[src/rtl/cpu_pkg.sv]
// Shared CPU definitions: next-PC op encodings, reset PC and the fetch-state encoding.
package cpu_pkg;

  localparam logic [2:0] OP_SEQ = 3'b000;
  localparam logic [2:0] OP_B   = 3'b001;
  localparam logic [2:0] OP_J   = 3'b010;
  localparam logic [2:0] OP_RA  = 3'b011;

  localparam logic [31:0] DEFAULT_RESET_PC = 32'h0000_3000;

  typedef enum logic [1:0] {
    IDLE = 2'd0,
    REQ  = 2'd1,
    WAIT = 2'd2,
    HOLD = 2'd3
  } fetch_state_e;

endpackage

[src/rtl/redirect_target.sv]
// Redirect target and taken computation, using the same next-PC rules as the NPC path.
module redirect_target
  import cpu_pkg::*;
#(
  parameter int unsigned NPC_W = 3
) (
  input  logic [NPC_W-1:0] op,
  input  logic [31:0]      pc,
  input  logic [31:0]      offset,
  input  logic [25:0]      j_address,
  input  logic [31:0]      reg_address,
  input  logic             if_branch,
  output logic             taken,
  output logic [31:0]      target
);

  logic [31:0] pc4;

  // Select the target by op; untaken branches and sequential ops do not redirect.
  always_comb begin
    pc4    = pc + 32'd4;
    taken  = 1'b0;
    target = pc4;
    case (op)
      OP_B: begin
        taken  = if_branch;
        target = pc4 + (offset << 2);
      end
      OP_J: begin
        taken  = 1'b1;
        target = {pc4[31:28], j_address, 2'b00};
      end
      OP_RA: begin
        taken  = 1'b1;
        target = reg_address;
      end
      default: begin
        taken  = 1'b0;
        target = pc4;
      end
    endcase
  end

endmodule

[src/rtl/fetch_sequencer.sv]
// IF-stage controller: owns the PC, sequences imem req/gnt/rvalid fetches and
// presents instructions to decode with valid/stall. Redirects kill wrong-path fetches.
module fetch_sequencer
  import cpu_pkg::*;
#(
  parameter logic [31:0]  RESET_PC = DEFAULT_RESET_PC,
  parameter int unsigned  NPC_W    = 3
) (
  input  logic             clk,
  input  logic             reset_n,
  input  logic             redirect_valid,
  input  logic [NPC_W-1:0] redirect_op,
  input  logic [31:0]      redirect_pc,
  input  logic [31:0]      offset,
  input  logic [25:0]      j_address,
  input  logic [31:0]      reg_address,
  input  logic             if_branch,
  input  logic             id_stall,
  output logic             imem_req,
  output logic [31:0]      imem_addr,
  input  logic             imem_gnt,
  input  logic             imem_rvalid,
  input  logic [31:0]      imem_rdata,
  output logic             if_valid,
  output logic [31:0]      if_instr,
  output logic [31:0]      if_pc,
  output logic             misalign_err
);

  fetch_state_e state, state_next;

  logic [31:0] pc;
  logic [31:0] fetch_pc;
  logic [31:0] pend_pc;
  logic        pend_valid;
  logic        kill;

  logic        taken;
  logic [31:0] target;
  logic        redir;
  logic        resp;
  logic        deliver;

  redirect_target #(
    .NPC_W (NPC_W)
  ) u_redirect_target (
    .op          (redirect_op),
    .pc          (redirect_pc),
    .offset      (offset),
    .j_address   (j_address),
    .reg_address (reg_address),
    .if_branch   (if_branch),
    .taken       (taken),
    .target      (target)
  );

  // Qualify redirect and response events used by both the FSM and the datapath.
  always_comb begin
    redir   = redirect_valid && taken;
    resp    = (state == WAIT) && imem_rvalid;
    deliver = resp && !kill && !redir;
  end

  // State register.
  always_ff @(posedge clk or negedge reset_n) begin
    if (!reset_n) state <= IDLE;
    else          state <= state_next;
  end

  // Next-state logic.
  always_comb begin
    state_next = state;
    case (state)
      IDLE: state_next = REQ;
      REQ:  if (imem_gnt) state_next = WAIT;
      WAIT: begin
        if (imem_rvalid) begin
          if (kill || redir)  state_next = REQ;
          else if (id_stall)  state_next = HOLD;
          else                state_next = REQ;
        end
      end
      HOLD: if (redir || !id_stall) state_next = REQ;
      default: state_next = IDLE;
    endcase
  end

  // Memory-side outputs; the address is the PC register, so it is stable until granted.
  always_comb begin
    imem_req  = (state == REQ);
    imem_addr = pc;
  end

  // PC, pending redirect, kill, and IF/ID output registers.
  // A redirect seen in REQ without a grant is parked in pend_pc so imem_addr stays
  // stable; the held fetch completes normally and the next fetch uses the target.
  always_ff @(posedge clk or negedge reset_n) begin
    if (!reset_n) begin
      pc           <= RESET_PC;
      fetch_pc     <= '0;
      pend_pc      <= '0;
      pend_valid   <= 1'b0;
      kill         <= 1'b0;
      if_valid     <= 1'b0;
      if_instr     <= '0;
      if_pc        <= '0;
      misalign_err <= 1'b0;
    end else begin
      case (state)
        REQ: begin
          if (imem_gnt) begin
            fetch_pc   <= pc;
            pend_valid <= 1'b0;
            kill       <= redir;
            if (redir)           pc <= target;
            else if (pend_valid) pc <= pend_pc;
            else                 pc <= pc + 32'd4;
          end else if (redir) begin
            pend_pc    <= target;
            pend_valid <= 1'b1;
          end
        end
        WAIT: begin
          if (redir) pc <= target;
          if (imem_rvalid) kill <= 1'b0;
          else if (redir)  kill <= 1'b1;
        end
        default: begin
          if (redir) pc <= target;
        end
      endcase

      if (deliver) begin
        if_valid <= 1'b1;
        if_instr <= imem_rdata;
        if_pc    <= fetch_pc;
      end else if (redir && ((state == HOLD) || resp)) begin
        if_valid <= 1'b0;
      end else if (if_valid && !id_stall) begin
        if_valid <= 1'b0;
      end

      if (redir && (target[1:0] != 2'b00)) misalign_err <= 1'b1;
    end
  end

endmodule

[config.mk]
export PLATFORM = sky130hd
export DESIGN_NAME = fetch_sequencer
export DESIGN_NICKNAME = d
export VERILOG_FILES = /design/src/rtl/cpu_pkg.sv /design/src/rtl/redirect_target.sv /design/src/rtl/fetch_sequencer.sv
export SDC_FILE = /design/constraint.sdc
export NUM_CORES = 1
export LEC_CHECK = 0
export ABC_AREA = 0
export CORE_MARGIN = 1.5
export CORE_UTILIZATION = 25
export CTS_CLUSTER_SIZE = 30
export DETAILED_ROUTE_END_ITERATION = 10
export PLACE_DENSITY = 0.52
export SLEW_MARGIN = 15
export SYNTH_ARGS = -nofsm -noshare
export SYNTH_HDL_FRONTEND = slang
export SYNTH_SLANG_ARGS = --single-unit
[constraint.sdc]
create_clock -name clk -period 6.4 [get_ports clk]
set_clock_uncertainty 0.15 [all_clocks]
set_input_delay 0.64 -clock clk [delete_from_list [all_inputs] [get_ports clk]]
set_output_delay 0.64 -clock clk [all_outputs]
set_load 0.005 [all_outputs]
==> results of run 1 <==
path summary, 6_finish.rpt:
| kind | cells after the start | startpoint | endpoint |
|---|---|---|---|
| setup reg to reg | 7 | state[1] | imem_addr[31] |
| max in group asynchronous | 2 | reset_n | imem_addr[28] |
| hold / removal | 1 | reset_n | fetch_pc[0] |
| min in group clk | 2 | fetch_pc[15] | fetch_pc[15] |
| setup / recovery | 18 | redirect_pc[4] | pend_pc[24] |
| hold reg to reg | 2 | fetch_pc[15] | fetch_pc[15] |
registers in the layout (all words and copies together) (netlist names), 2 cells and up:
| register | count |
|---|---|
| imem_addr | 32 |
| state | 2 |
| pend_pc | 32 |
| if_instr | 32 |
| if_pc | 32 |
| fetch_pc | 32 |
layout make-up:
cell class                      instances  area [um^2]
Fill cell                            4143        26800
Multi-Input combinational cell        880         5920
Sequential cell                       166         4160
Timing Repair Buffer                  271         2680
Tap cell                              532          666
Clock buffer                           19          443
Clock inverter                         13          126
Inverter                               20         75.1
placed cells by master (no fill, tap or decap), types with 8 or more instances in the layout:
cell and count:
ha_1 39, a221oi_1 9, o21a_1 8, and3_1 19, nand3_1 33, o211ai_1 16, buf_4 11, and2_1 10
nand4_1 16, a31oi_1 11, o21ai_0 49, o22ai_1 18, clkbuf_16 17, a21o_1 18, dfrtp_1 164, o21ai_1 30
xor2_1 36, a21oi_1 77, and4_1 8, inv_1 19, nor3_1 10, mux2_1 24, a211oi_1 14, clkdlybuf4s50_1 258
xnor2_1 34, nand2_1 137, nor2_1 89, mux2_2 75, nand2b_1 10
power by group:
group | leakage (nW) | switching [mW] | internal, mW
Clock | 0.255 | 0.461 | 0.551
Sequential | 2.03 | 0.418 | 1.55
Combinational | 3.43 | 0.959 | 1.22
Total | 5.72 | 1.84 | 3.32
layer usage:
layer  track usage  part of all wire  up-vias
met5             0                 0        -
li1              -                 -     4545
met4        0.0427             0.016        0
met1         0.236              0.48     4652
met3        0.0279             0.059       30
met2         0.258              0.44      329
metrics by stage:
step	instance area, um^2	hold WS (ns)
after floorplan	10300	0.194
after global placement	13500	0.306
after detailed placement	13500	0.312
after CTS	14100	0.253
after global routing	14100	0.263
final	14100	0.204
critical path: cells and delay by family:
family	cells	cell delay (ns)
adder cells (fa/ha/maj)	1	0.40
multiplexers	1	0.30
AO/OA/AOI/OAI	6	1.46
buffers and inverters	3	0.86
XOR/XNOR	1	0.16
AND/OR/NAND/NOR	6	1.13
cell families after synthesis:
logic type | after synthesis | synth area share
compound gates | 310 | 0.191
xor+xnor | 70 | 0.0592
fa+ha+maj | 40 | 0.0491
buf+inv | 78 | 0.0283
flops | 166 | 0.402
mux | 105 | 0.114
simple gates | 355 | 0.157
cells in the mapped netlist, types with 3 or more instances:
| cell | n | area (um^2) |
|---|---|---|
| a211o_1 | 4 | 35.0 |
| a211oi_1 | 14 | 105 |
| a21boi_1 | 3 | 22.5 |
| a21o_1 | 18 | 135 |
| a21oi_1 | 77 | 385 |
| a221o_1 | 6 | 60.1 |
| a221oi_1 | 9 | 78.8 |
| a22oi_1 | 6 | 45.0 |
| a31o_1 | 3 | 26.3 |
| a31oi_1 | 11 | 68.8 |
| and2_1 | 10 | 62.6 |
| and3_1 | 20 | 125 |
| and4_1 | 8 | 70.1 |
| buf_1 | 6 | 22.5 |
| clkbuf_1 | 52 | 195 |
| dfrtp_1 | 164 | 4100 |
| ha_1 | 39 | 488 |
| inv_1 | 19 | 71.3 |
| mux2_1 | 24 | 270 |
| mux2_2 | 75 | 845 |
| mux2i_1 | 6 | 60.1 |
| nand2_1 | 138 | 518 |
| nand2b_1 | 10 | 62.6 |
| nand3_1 | 34 | 170 |
| nand4_1 | 16 | 100 |
| nor2_1 | 90 | 338 |
| nor2b_1 | 5 | 31.3 |
| nor3_1 | 10 | 50.1 |
| nor4_1 | 4 | 25.0 |
| o2111ai_1 | 3 | 26.3 |
| o211ai_1 | 16 | 120 |
| o21a_1 | 8 | 60.1 |
| o21ai_0 | 49 | 245 |
| o21ai_1 | 30 | 150 |
| o221ai_1 | 4 | 35.0 |
| o22a_1 | 4 | 35.0 |
| o22ai_1 | 18 | 113 |
| o31ai_1 | 5 | 37.5 |
| xnor2_1 | 34 | 298 |
| xor2_1 | 36 | 315 |
==> flow_metrics.tcl, run 1 <==
set metrics [dict create \
    post_cts_resized 0 \
    path_class "primary input to flop" \
    max_slew_margin 0.199 \
    synth-seq-cells 166 \
    ys.flop_type "dfrtp_1" \
    ant_nets 0 \
    max_freq_ghz 0.208 \
    syn-cell-area_um2 10300 \
    setup_slack_ns 1.59 \
    grt_overflow 0 \
    fin_util 0.345 \
    p_leak_nw 5.72 \
    layout_worst_path_cycle_share 0.752 \
    synth_cells 1124 \
    grt_max_degree 111 \
    ctsLongestPathBuffers 2 \
    cp-start-kind "primary input" \
    die_w_um 206 \
    syn_to_final_growth_pct 36.0 \
    cts_buffers 17 \
    clk_latency_ns 0.43 \
    cts_hold_buf 0 \
    hp-class "primary input to asynchronous set/reset pin" \
    dp_hpwl_um 27100 \
    die_h_um 206 \
    worst_ep_required_time_ns 6.56 \
    peakVddDrop_v 0.000162 \
    io_pins 263 \
    drtPass1Iterations 5 \
    antenna_found_initial 0 \
    finalSetupViolations 0 \
    cp_cell_sequence "clkdlybuf4s50_1 > nand3_1 > nor2_1 > buf_4 > and4_1 > xnor2_1 > inv_1 > ha_1 > nand4_1 > nor3_1 > a21boi_1 > o21a_1 > o21ai_1 > a21oi_1 > nand4_1 > a41oi_1 > o31ai_1 > mux2_2" \
    syn_nets 1328 \
    cpMostUsedCell "nand4_1" \
    cp_slowest_cell "clkdlybuf4s50_1" \
    die-area_um2 42600 \
    hold_viol_final 0 \
    slew_viol_final 0 \
    core_um2 40800 \
    critPathMaxFanout 9 \
    grt_setup_unrepaired "false" \
    yosysUniqueCellTypes 68 \
    gp_congestion 0.860 \
    cts_tree "yes" \
    fin_crit_ns 4.81 \
    nets 1560 \
    synth-edff-count 0 \
    drv_cap 0 \
    grt_pass1_vias 9177 \
    postSynthAreaPerCell_um2 9.21 \
    via_count 9556 \
    cellPowerDensity_nw_per_um2 366 \
    drive_above_1_share 0.0950 \
    cp-end-kind "flop" \
    clockRootBuffer "clkbuf_16" \
    clk_pin_slew_worst_paths_ns 0.07 \
    placed_cells 1869 \
    fin_cells 1901 \
    async_flop_share 1.00 \
    synth_warnings 0 \
    cts_setup_buffers 0 \
    dp_slack_ns 1.14 \
    drc 0 \
    avgRoutedWirePerCell_um 18.9 \
    grt_pass1_wl_um 54200 \
    clock-sinks 166 \
    regToRegSetupSlack_ns 2.22 \
    worst_pin_slew_ns 1.20 \
    antennaDiodeCount 0 \
    synth-seq-area-share 0.402 \
    num_rows 74 \
    wl_um 35900 \
    via_per_inst 5.03 \
    initial_core_util 0.253 \
    grtUsageTotal 0.166 \
    portBuffers 260 \
    fin_tns_setup_ns 0 \
    cp.arrival_ns 4.97 \
    htree_levels 4 \
    p_total_mw 5.16 \
    drt_iter0_markers 660 \
    max_stage_delay_ns 0.60 \
    outcome "finished, final reports clean" \
]
Power figures use the tool's default switching activity.
==> inputs of run 2 (changes only) <==
==> constraint.sdc (replaced) <==
create_clock -name clk -period 5 [get_ports clk]
set_clock_uncertainty 0.15 [all_clocks]
set_input_delay 0.5 -clock clk [delete_from_list [all_inputs] [get_ports clk]]
set_output_delay 0.5 -clock clk [all_outputs]
set_load 0.005 [all_outputs]
==> flow_metrics.tcl, run 2 (synthesized netlist as in run 1, its figures left out) <==
set metrics [dict create \
    hold_viol_final 19 \
    critPathMaxFanout 5 \
    finalSetupViolations 0 \
    peakVddDrop_v 0.000169 \
    multi_input_area_um2 5910 \
    crit_buf_inv 1 \
    cp_cell_sequence "clkdlybuf4s50_1 > ha_1 > nand3_1 > nor2_1 > xor2_1 > ha_1 > nand4_1 > nor3_1 > a21boi_1 > o21a_1 > a221o_1 > a31o_1 > or4_1 > a32oi_1 > o21ai_1 > o21a_1" \
    ctsLongestPathBuffers 2 \
    avgRoutedWirePerCell_um 18.3 \
    drive_above_1_share 0.113 \
    layout_worst_path_cycle_share 0.873 \
    via_per_inst 4.98 \
    worstRegToRegCells 10 \
    initial_core_util 0.253 \
    grt_max_degree 90 \
    hp-class "primary input to asynchronous set/reset pin" \
    num_rows 74 \
    cts_buffers 17 \
    clk_pin_slew_worst_paths_ns 0.07 \
    cts_setup_buffers 0 \
    drv_cap 0 \
    die_w_um 206 \
    drt_iter0_markers 602 \
    dp_slack_ns 0.170 \
    cp-start-kind "primary input" \
    die_h_um 206 \
    violations "hold timing" \
    wl_um 35400 \
    nets 1590 \
    syn_to_final_growth_pct 38.6 \
    final_cell_mix "258 x clkdlybuf4s50_1, 164 x dfrtp_1, 137 x nand2_1" \
    via_count 9619 \
    clockRootBuffer "clkbuf_16" \
    fin_util 0.351 \
    regToRegSetupSlack_ns 1.98 \
    outcome "finished, violations left" \
    portBuffers 260 \
    path_delay_family "compound AO/OA/AOI/OAI gates" \
    max_slew_margin 0.331 \
    die-area_um2 42600 \
    cts_tree "yes" \
    startpoint "redirect_pc[2]" \
    setup_slack_ns 0.636 \
    cp-end-kind "flop" \
    max_freq_ghz 0.229 \
    fin_tns_setup_ns 0 \
    cp_slowest_cell "clkdlybuf4s50_1" \
    drtPass1Iterations 5 \
    grt_setup_unrepaired "false" \
    fillCellCount 4201 \
    critPathCapture "imem_addr[30]" \
    fin_crit_ns 4.36 \
    cellPowerDensity_nw_per_um2 468 \
    io_pins 263 \
    slew_viol_final 0 \
    grt_overflow 0 \
    worst_hold_slack_ns -0.0514 \
    ant_nets 0 \
    seq_area_um2 4160 \
    antenna_found_initial 1 \
    worst_pin_slew_ns 0.996 \
    final_common_cell "clkdlybuf4s50_1" \
    core_um2 40800 \
    clk_latency_ns 0.44 \
    dp_hpwl_um 27700 \
    post_cts_resized 0 \
    max_stage_delay_ns 0.52 \
    antennaDiodeCount 0 \
    cts_hold_buf 0 \
    clock-sinks 166 \
    p_total_mw 6.71 \
    r2r_end "imem_addr[15]" \
    worst_ep_required_time_ns 5.18 \
    worstReg2RegStart "imem_addr[8]" \
    grt_pass1_wl_um 54400 \
    gp_congestion 0.880 \
    drc 0 \
    grtUsageTotal 0.167 \
    path_class "primary input to flop" \
    critical_path_cell_count 16 \
    grt_pass1_vias 9333 \
    p_leak_nw 5.90 \
    htree_levels 4 \
    cp.arrival_ns 4.55 \
]
-- run 2: cell types whose count changed in the layout (fill, tap and decap cells not counted), sizes merged --
| cell | before | now |
|---|---|---|
| clkinv | 3 | 6 |
| clkbuf | 20 | 19 |
| buf | 12 | 43 |
| clkinvlp | 7 | 2 |
| bufinv | 1 | 3 |
-- run 2: layer usage --
layer / track usage / vias up / part of all wire
met1: 0.230 / 4595 / 0.47
met3: 0.0350 / 47 / 0.066
met2: 0.261 / 360 / 0.44
li1: - / 4617 / -
met4: 0.0502 / 0 / 0.022
met5: 0 / - / 0
-- run 2: per-stage QoR --
stage          cells  area [um^2]
2_1_floorplan   1124        10300
3_3_place_gp    1899        13700
3_5_place_dp    1899        13700
4_1_cts         1931        14300
5_1_grt         1931        14300
6_report        1931        14300
-- run 2: how the worst min path moves through the flow --
stage,from,slack (ns),cells after the start,end
2_1_floorplan,reset_n,0.05,0,fetch_pc[0]
3_3_place_gp,pend_pc[4],0.30,2,pend_pc[4]
3_5_place_dp,misalign_err,0.31,1,misalign_err
4_1_cts,reset_n,0.03,1,if_instr[24]
5_1_grt,reset_n,0.06,1,if_instr[24]
6_report,reset_n,-0.05,1,if_instr[24]
-- run 2: final cells by class --
type | instances | share of cell area
Timing Repair Buffer | 301 | 0.204
Clock inverter | 13 | 0.0120
Clock buffer | 19 | 0.0309
Sequential cell | 166 | 0.290
Multi-Input combinational cell | 880 | 0.412
Tap cell | 532 | 0.0464
Inverter | 20 | 0.00523
-- run 2: report_power, final --
| group | leakage, nW | switching (mW) | internal [mW] |
|---|---|---|---|
| clock network | 0.295 | 0.582 | 0.806 |
| logic | 3.58 | 1.19 | 1.60 |
| registers | 2.03 | 0.552 | 1.98 |
==> inputs of run 3 (changes only) <==
--- a/config.mk
+++ b/config.mk
@@ -6,6 +6,7 @@
 export NUM_CORES = 1
 export LEC_CHECK = 0
 export ABC_AREA = 0
+export CORE_ASPECT_RATIO = 1.25
 export CORE_MARGIN = 1.5
 export CORE_UTILIZATION = 25
 export CTS_CLUSTER_SIZE = 30
==> flow_metrics.tcl, run 3 (synthesized netlist as in run 1, its figures left out) <==
set metrics [dict create \
    grt_use_met1 0.218 \
    grt_pass1_vias 9535 \
    via_per_inst 4.92 \
    cts_tree "yes" \
    die_w_um 185 \
    grt_pass1_wl_um 55800 \
    clk_pin_slew_worst_paths_ns 0.07 \
    cp.arrival_ns 4.52 \
    fillCellCount 4310 \
    fin_area_um2 14400 \
    dp_hpwl_um 27700 \
    gr-usage-met2 0.286 \
    avgRoutedWirePerCell_um 18.3 \
    grt.met3_usage 0.0325 \
    cp_cell_sequence "clkdlybuf4s50_1 > nand3_1 > nor2_1 > and4_1 > xnor2_1 > inv_1 > ha_1 > nand4_1 > nor3_1 > a21boi_1 > o21a_1 > o21ai_1 > a21oi_1 > nand4_1 > a41oi_1 > o31ai_1 > mux2_2" \
    syn_to_final_growth_pct 39.0 \
    placed_area_um2 13800 \
    cp-end-kind "flop" \
    via_count 9612 \
    worst_ep_required_time_ns 5.18 \
    hold_viol_final 0 \
    wl_um 35800 \
    final_cell_mix "258 x clkdlybuf4s50_1, 163 x dfrtp_1, 137 x nand2_1" \
    grt_overflow 0 \
    finalSetupViolations 0 \
    worstReg2RegStart "imem_addr[8]" \
    antenna_found_initial 0 \
    slew_viol_final 0 \
    num_rows 83 \
    antennaDiodeCount 0 \
    portBuffers 260 \
    grt_max_degree 104 \
    critPathMaxFanout 7 \
    path_delay_family "compound AO/OA/AOI/OAI gates" \
    setup_slack_ns 0.656 \
    die_h_um 230 \
    drt_iter0_markers 654 \
    cts_hold_buf 0 \
    cpMostUsedCell "nand4_1" \
    grtUsageTotal 0.170 \
    clockRootBuffer "clkbuf_16" \
    cp_slowest_cell "clkdlybuf4s50_1" \
    ant_nets 0 \
    max_slew_margin 0.187 \
    grt_setup_unrepaired "false" \
    dp_slack_ns 0.233 \
    core_um2 40900 \
    htree_levels 4 \
    drive_above_1_share 0.117 \
    worst_pin_slew_ns 1.21 \
    cellPowerDensity_nw_per_um2 466 \
    hp-class "primary input to asynchronous set/reset pin" \
    layout_worst_path_cycle_share 0.869 \
    final_common_cell "clkdlybuf4s50_1" \
    clock-sinks 166 \
    cts_setup_buffers 0 \
    max_freq_ghz 0.230 \
    top_usage_layer "met2" \
    path_class "primary input to flop" \
    io_pins 263 \
    nets 1594 \
    crit_buf_inv 2 \
    p_leak_nw 5.91 \
    drc 0 \
    regToRegSetupSlack_ns 1.88 \
    die-area_um2 42600 \
    worstRegToRegCells 10 \
    cts_buffers 17 \
    fin_crit_ns 4.34 \
    initial_core_util 0.253 \
    cp-start-kind "primary input" \
    fin_util 0.351 \
    ctsLongestPathBuffers 2 \
    drtPass1Iterations 6 \
    r2r_end "imem_addr[25]" \
    fin_tns_setup_ns 0 \
    outcome "finished, final reports clean" \
    clk_latency_ns 0.44 \
    drv_cap 0 \
    peakVddDrop_v 0.000274 \
    post_cts_resized 0 \
    gp_congestion 0.855 \
    max_stage_delay_ns 0.58 \
]
run 3: final cells by class:
class	count	area, um^2	share of cell area
Timing Repair Buffer	305	2940	0.204
Clock inverter	15	183	0.0127
Clock buffer	17	425	0.0296
Multi-Input combinational cell	880	5910	0.411
Inverter	20	75.1	0.00522
Tap cell	552	691	0.0480
Sequential cell	166	4160	0.289
run 3: worst max-delay path by stage:
stage	from	end	slack, ns	cells after the start
floorplan	redirect_pc[3]	imem_addr[30]	0.96	17
global placement	redirect_pc[14]	imem_addr[31]	0.21	20
detailed placement	redirect_pc[14]	imem_addr[31]	0.23	20
CTS	redirect_pc[14]	imem_addr[31]	0.70	20
global route	redirect_pc[4]	imem_addr[22]	0.35	18
finish	redirect_pc[4]	pend_pc[24]	0.66	17
run 3: per-stage QoR:
step	hold slack, ns	std cells	power [mW]
3_3_place_gp	0.303	1923	5.31
2_1_floorplan	0.0544	1124	3.86
3_5_place_dp	0.310	1923	5.39
6_report	0.0145	1955	6.70
5_1_grt	0.0947	1955	7.21
4_1_cts	0.0592	1955	6.80
run 3: where the power goes:
part	internal [mW]	total, mW	leakage (nW)	switching, mW
combinational	1.59	2.83	3.59	1.24
sequential	1.98	2.50	2.03	0.516
clock	0.758	1.38	0.290	0.618
total	4.33	6.70	5.91	2.37
run 3: routing by layer:
| metal | vias up | part of all wire |
|---|---|---|
| met1 | 4586 | 0.44 |
| met5 | - | 0 |
| met4 | 0 | 0.025 |
| met3 | 42 | 0.059 |
| met2 | 366 | 0.48 |
| li1 | 4618 | - |
